`src/rtl/mem_pkg.sv`:
```
// mem_pkg: definitions shared by the line-request sequencers and the memory
// controller.
//   mc_op_e   : memory-controller opcode (IDLE / READ / WRITE)
//   fill_bits : width of a counter that indexes the words of one cache line
package mem_pkg;

  typedef enum logic [1:0] {
    MC_OP_IDLE  = 2'b00,
    MC_OP_READ  = 2'b01,
    MC_OP_WRITE = 2'b11
  } mc_op_e;

  // A single-word line still needs a 1-bit counter so the declarations stay legal.
  function automatic int fill_bits(input int n);
    return (n > 1) ? $clog2(n) : 1;
  endfunction

endpackage

```
`src/rtl/mem_req_seq_stats.sv`:
```
// mem_req_seq_stats: completed-request counters for mem_req_seq.
// Ports:
//   clk, rst_n    : clock, asynchronous active-low reset (clears both counters)
//   resp_done     : one-cycle pulse when a response handshake completes
//   resp_write    : type of the completing request (1 = write, 0 = read)
//   stat_rd_cnt   : completed line reads, wraps at 2^32
//   stat_wr_cnt   : completed line writes, wraps at 2^32
module mem_req_seq_stats (
  input  logic        clk,
  input  logic        rst_n,
  input  logic        resp_done,
  input  logic        resp_write,
  output logic [31:0] stat_rd_cnt,
  output logic [31:0] stat_wr_cnt
);

  always_ff @(posedge clk or negedge rst_n) begin
    if (!rst_n) begin
      stat_rd_cnt <= '0;
      stat_wr_cnt <= '0;
    end else if (resp_done) begin
      if (resp_write) stat_wr_cnt <= stat_wr_cnt + 32'd1;
      else            stat_rd_cnt <= stat_rd_cnt + 32'd1;
    end
  end

endmodule

```
`src/rtl/mem_req_seq.sv`:
```
// mem_req_seq: turns one cache-line request into a word-serial transfer with
// the memory controller, then returns a completion response.
//
// Optional build macro: MEM_REQ_SEQ_STATS_EN adds stat_rd_cnt / stat_wr_cnt
// (completed reads / writes, 32-bit wrapping).
//
// Ports:
//   clk, rst_n                 : clock, asynchronous active-low reset
//   req_valid / req_ready      : line request handshake
//   req_write, req_addr        : request type (1 = write) and line address
//   req_wdata                  : write line, word k at [(k+1)*WORD_SIZE-1 : k*WORD_SIZE]
//   resp_valid / resp_ready    : completion handshake
//   resp_write, resp_rdata     : completed request type and read line
//   mc_ready                   : memory controller initialised
//   mc_tx_done, mc_rd_valid    : controller transfer-done / read-word strobes
//   mc_rdata_word              : read word from the controller
//   mc_op                      : opcode to the controller (mem_pkg::mc_op_e)
//   mc_wdata_word, mc_addr     : streamed write word, registered line address
//
// state      | meaning
// -----------+-------------------------------------------------------------
// S_IDLE     | waiting for a request; ready only while mc_ready is high
// S_W_ISSUE  | one cycle of WRITE opcode before the data stream starts
// S_W_STREAM | one write word per cycle, word 0 first, FILL_COUNT cycles
// S_W_WAIT   | WRITE held until the controller reports mc_tx_done
// S_R_WAIT   | READ; each mc_rd_valid word lands at line[wcnt]; ends on mc_tx_done
// S_RESP     | response presented until resp_ready
module mem_req_seq
  import mem_pkg::*;
#(
  parameter int WORD_SIZE     = 32,
  parameter int CL_SIZE_WIDTH = 512,
  parameter int ADDR_BITCOUNT = 64
) (
  input  logic                     clk,
  input  logic                     rst_n,
  input  logic                     req_valid,
  output logic                     req_ready,
  input  logic                     req_write,
  input  logic [ADDR_BITCOUNT-1:0] req_addr,
  input  logic [CL_SIZE_WIDTH-1:0] req_wdata,
  output logic                     resp_valid,
  input  logic                     resp_ready,
  output logic                     resp_write,
  output logic [CL_SIZE_WIDTH-1:0] resp_rdata,
  input  logic                     mc_ready,
  input  logic                     mc_tx_done,
  input  logic                     mc_rd_valid,
  input  logic [WORD_SIZE-1:0]     mc_rdata_word,
  output logic [1:0]               mc_op,
  output logic [WORD_SIZE-1:0]     mc_wdata_word,
  output logic [ADDR_BITCOUNT-1:0] mc_addr
`ifdef MEM_REQ_SEQ_STATS_EN
  ,
  output logic [31:0]              stat_rd_cnt,
  output logic [31:0]              stat_wr_cnt
`endif
);

  localparam int FILL_COUNT = CL_SIZE_WIDTH / WORD_SIZE;
  localparam int FILL_BITS  = fill_bits(FILL_COUNT);
  localparam logic [FILL_BITS-1:0] LAST_WORD = FILL_BITS'(FILL_COUNT - 1);

  typedef enum logic [2:0] {
    S_IDLE,
    S_W_ISSUE,
    S_W_STREAM,
    S_W_WAIT,
    S_R_WAIT,
    S_RESP
  } state_e;

  state_e                                   state_q, state_d;
  logic [FILL_BITS-1:0]                     wcnt_q;
  logic [ADDR_BITCOUNT-1:0]                 addr_q;
  logic                                     write_q;
  logic [FILL_COUNT-1:0][WORD_SIZE-1:0]     line_q;

  logic accept;
  logic rd_store;
  logic wcnt_inc;

  always_ff @(posedge clk or negedge rst_n) begin
    if (!rst_n) state_q <= S_IDLE;
    else        state_q <= state_d;
  end

  always_comb begin
    state_d       = state_q;
    req_ready     = 1'b0;
    resp_valid    = 1'b0;
    mc_op         = MC_OP_IDLE;
    mc_wdata_word = '0;
    accept        = 1'b0;
    rd_store      = 1'b0;
    wcnt_inc      = 1'b0;
    case (state_q)
      S_IDLE: begin
        // Gated by rst_n so every output reads 0 while reset is held.
        req_ready = rst_n && mc_ready;
        if (req_valid && mc_ready) begin
          accept  = 1'b1;
          state_d = req_write ? S_W_ISSUE : S_R_WAIT;
        end
      end
      S_W_ISSUE: begin
        mc_op   = MC_OP_WRITE;
        state_d = S_W_STREAM;
      end
      S_W_STREAM: begin
        mc_op         = MC_OP_WRITE;
        mc_wdata_word = line_q[wcnt_q];
        wcnt_inc      = 1'b1;
        if (wcnt_q == LAST_WORD) state_d = S_W_WAIT;
      end
      S_W_WAIT: begin
        mc_op = MC_OP_WRITE;
        if (mc_tx_done) state_d = S_RESP;
      end
      S_R_WAIT: begin
        mc_op = MC_OP_READ;
        if (mc_rd_valid) begin
          rd_store = 1'b1;
          wcnt_inc = 1'b1;
        end
        if (mc_tx_done) state_d = S_RESP;
      end
      S_RESP: begin
        resp_valid = 1'b1;
        if (resp_ready) state_d = S_IDLE;
      end
      default: state_d = S_IDLE;
    endcase
  end

  // The line register holds the write data during a write and collects the
  // read words during a read, so one buffer serves both directions. wcnt
  // wraps, so surplus read words overwrite from word 0.
  always_ff @(posedge clk or negedge rst_n) begin
    if (!rst_n) begin
      wcnt_q  <= '0;
      addr_q  <= '0;
      write_q <= 1'b0;
      line_q  <= '0;
    end else if (accept) begin
      wcnt_q  <= '0;
      addr_q  <= req_addr;
      write_q <= req_write;
      line_q  <= req_wdata;
    end else begin
      if (rd_store) line_q[wcnt_q] <= mc_rdata_word;
      if (wcnt_inc) wcnt_q <= wcnt_q + 1'b1;
    end
  end

  assign mc_addr    = addr_q;
  assign resp_write = write_q;
  assign resp_rdata = line_q;

`ifdef MEM_REQ_SEQ_STATS_EN
  logic resp_done;
  assign resp_done = (state_q == S_RESP) && resp_ready;

  mem_req_seq_stats u_stats (
    .clk         (clk),
    .rst_n       (rst_n),
    .resp_done   (resp_done),
    .resp_write  (write_q),
    .stat_rd_cnt (stat_rd_cnt),
    .stat_wr_cnt (stat_wr_cnt)
  );
`endif

endmodule

```
`config.mk`:
```
export PLATFORM = sky130hd
export DESIGN_NAME = mem_req_seq
export DESIGN_NICKNAME = d
export VERILOG_FILES = /design/src/rtl/mem_pkg.sv /design/src/rtl/mem_req_seq_stats.sv /design/src/rtl/mem_req_seq.sv
export SDC_FILE = /design/constraint.sdc
export NUM_CORES = 1
export LEC_CHECK = 0
export BUFFER_PORTS_ARGS = -buffer_cell sky130_fd_sc_hd__clkbuf_2
export CORE_AREA = 2 2 477 479
export CTS_CLUSTER_SIZE = 40
export DETAILED_ROUTE_END_ITERATION = 10
export DIE_AREA = 0 0 479 481
export PLACE_DENSITY_LB_ADDON = 0.1
export SLEW_MARGIN = 0
export SYNTH_ARGS = -nofsm -noshare
export SYNTH_HDL_FRONTEND = slang
export SYNTH_HIERARCHICAL = 1
export SYNTH_SLANG_ARGS = --single-unit
```
`constraint.sdc`:
```
create_clock -name clk -period 2.8 [get_ports clk]
set_input_delay 0.42 -clock clk [delete_from_list [all_inputs] [get_ports clk]]
set_output_delay 0.42 -clock clk [all_outputs]
set_load 0.03 [all_outputs]
```
==> out/results.ini <==
[sta]
max_freq_mhz = 302
final-max-slew-violation-count = 0
final.min_clock_period_ns = 3.31
skew_ns = 0.0533
finalHoldViolations = 0
fin_crit_sh_pct = 118
timing.final.ws_setup_ns = -0.509
worst-slew-pin-transition_ns = 1.24
final-setup-viol-count = 32
max_slew_margin_pct = 17.5
rsz0062_at_grt = true
worst_hold_slack_ns = 0.0674

[global_route]
grt_usage_pct = 24.2
grt_first_pass_wirelength_um = 372000
grt_remaining_overflow = 0
grt_antenna_before_repair = 71
number_of_global_route_vias_before_repair = 35608
grt_start_max_net_pins = 112

[pwr]
vdd_ir_drop_max_mv = 0.579
power.leakage_nw = 24.1
netSwitchingFraction_pct = 53.2
seq_power_share_pct = 28.1
power.net_switching_mw = 35.0
totalPowerFinal_mw = 65.8
power.density_cell_area_nw_per_um2 = 1290
comb_power_share_pct = 53.9
p_int_mw = 30.8
clkPwrFrac_pct = 18.0

[routing]
dr_pass1_iterations = 6
drt-total-wl_um = 289000
detail_route.drc_violations = 0
drtAntennaViolNets = 0
detailroute.via_count = 35707
avgViaCountPerCell = 4.37
dr.first_iter.drc_count = 2913
routed_wire_length_per_instance_um = 35.3

[worst_setup_path]
end_kind = primary output
timing.critical_path.arrival_ns = 2.89
cp.required_ns = 2.38
crit_fanout = 7
start_kind = flop
critical_path_class = reg -> out

[synthesis]
ys_ff_latch = 584
syn-mean-instance-area_um2 = 9.16
netlist.area_leader.share_pct = 48.8
yosysTopAreaCell = dfrtp_1
netlist_instances = 3268
post_synth_instance_area_um2 = 29900
synth_top_cells_by_area = dfrtp_1 49%, nand2_1 9.8%, mux4_2 9.6%, a21oi_1 8.3%, a22oi_1 7.3%
synth_most_common_cell = nand2_1
netlist_top_cells_count = 782 x nand2_1, 584 x dfrtp_1, 499 x a21oi_1
synth.net_count = 3888
number_of_enable_flip_flop_cells_after_synthesis = 0
synth.yosys.warnings = 6
yosys.cell_types.count = 42
dominantRegCellSynth = dfrtp_1
share_of_the_yosys_chip_area_belonging_to_registers_pct = 48.8
synth_async_sr_flop_share_pct = 100

[floorplanning]
fp.coreArea_um2 = 226000
die_x_um = 479
floorplan.die.height_um = 481
floorplan.io_pins = 1229
num_rows = 175
initial_utilization_pct = 13.3
dieArea_um2 = 230000

[place]
dp.final_hpwl_um = 220000
placement.io_buffers = 1228
place.detailed.instances = 7382
place.gp.congestion = 0.867

[final_layout]
finished_core_util_pct = 22.6
area_growth_syn_to_layout_pct = 70.6
design.final.nets = 5687
share_of_cells_above_drive_strength_1_pct = 36.5
finish.cell_count_without_fillers = 8174
fillers = 25011

[cts]
h-tree-depth = 3
clk_root_buffer_cell = clkbuf_16
clk_latency_ns = 0.74
numCtsBuffers = 90
clock_tree.buffer_depth = 3
worst_setup_hold_path_clk_slew_ns = 0.06
clkSinkCount = 584
cts_tree = built

[hold_path]
path_class_of_the_lowest_slack_min_delay_path = in -> reg

[status]
status = complete, but fails checks
violations = setup timing

[flow_run]
max_cap_violations = 0

## critical path: stages, from the launching register on
cell     delay (ns)
dfrtp_4        0.52
buf_12         0.16
buf_12         0.15
buf_6          0.12
mux4_2         0.61
a22oi_2        0.21
buf_6          0.15
nand2_4        0.05
buf_8          0.15
## metrics by stage
step           TNS, ns  instance area [um^2]  setup slack, ns
6_report        -13.85                 51100           -0.509
5_1_grt         -17.19                 51000           -0.594
4_1_cts         -19.71                 50900           -0.712
2_1_floorplan        0                 29900            0.528
3_5_place_dp   -0.0355                 41100          -0.0355
3_3_place_gp   -0.0312                 41100          -0.0312
## path summary, 6_finish.rpt
| kind | from | to | slack [ns] | depth (start not counted) |
|---|---|---|---|---|
| min | req_wdata[394] | resp_rdata[394] | 0.07 | 3 |
| max reg2reg | wcnt_q[0] | resp_rdata[329] | 0.27 | 10 |
| min in group asynchronous | rst_n | resp_rdata[188] | 0.16 | 2 |
| max | wcnt_q[0] | mc_wdata_word[4] | -0.51 | 8 |
| min reg2reg | mc_addr[30] | mc_addr[30] | 0.47 | 2 |
| max in group asynchronous | rst_n | resp_rdata[334] | 1.43 | 3 |
## per-layer routing
layer | vias to the layer above | GRT usage, % | share of wire [%]
li1 | 15146 | - | -
met1 | 18524 | 30.6 | 42
met2 | 1671 | 39.7 | 47
met3 | 334 | 6.47 | 7.3
met4 | 32 | 8.04 | 3.7
met5 | - | 0 | 0.069
## power groups by stage
stage          Clock, mW  Sequential (mW)  Combinational, mW
4_1_cts             12.2             18.4               35.9
3_5_place_dp           0             18.5               33.4
2_1_floorplan          0             22.9               10.5
5_1_grt             12.5             18.7               37.5
6_report            11.9             18.5               35.5
3_3_place_gp           0             18.6               33.3
## logic make-up after synthesis
family,synth area share (%)
DFF,48.8
adders and majority gates,0.167
xor gates and xnor gates,0.0293
muxes,9.70
and+or+nand+nor,18.7
buffers and inverters,5.96
AOI/OAI and AO/OA,16.6
## cell type report
class	count	area [um^2]	area share [%]
clock inverter	27	294	0.576
timing repair buffer	2062	15600	30.5
tap	3009	3760	7.37
multi-input combinational	2326	14000	27.5
antenna	25	62.6	0.123
clock buffer	138	2700	5.30
inverter	3	11.3	0.0221
sequential	584	14600	28.6
## registers in the layout, indices dropped and copies added, names as in the netlist
signal and count:
mc_addr 64, resp_rdata 512, resp_write 1, state_q 3, wcnt_q 4
## repair_timing
action | 4_1_cts | 5_1_grt
hold endpoints to repair | 875 | 0
hold buffers | 572 | 0
pin swaps | 31 | 27
gates resized for setup | 168 | 50
setup endpoints to repair | 32 | 32
setup buffers | 27 | 4
gates cloned | 4 | 0
## cells in the final DEF (no fill, tap or decap), types with 10 or more instances in the layout
cell           count
clkbuf_2        1195
nand2_1          756
clkbuf_16         91
nor2_1           288
mux4_2           127
a22oi_2           46
diode_2           25
and3_2            13
buf_6             33
dfrtp_1          581
clkbuf_8          36
clkinv_2          12
nand3_2           12
dlygate4sd3_1    572
buf_12            97
a22oi_1          246
buf_4            125
nand3_1          231
a31oi_1           34
a21oi_1          499
nand2_2           10
clkbuf_1          22
nand2_4           16
buf_8             24
No activity file was read; power rests on OpenSTA's default activity.
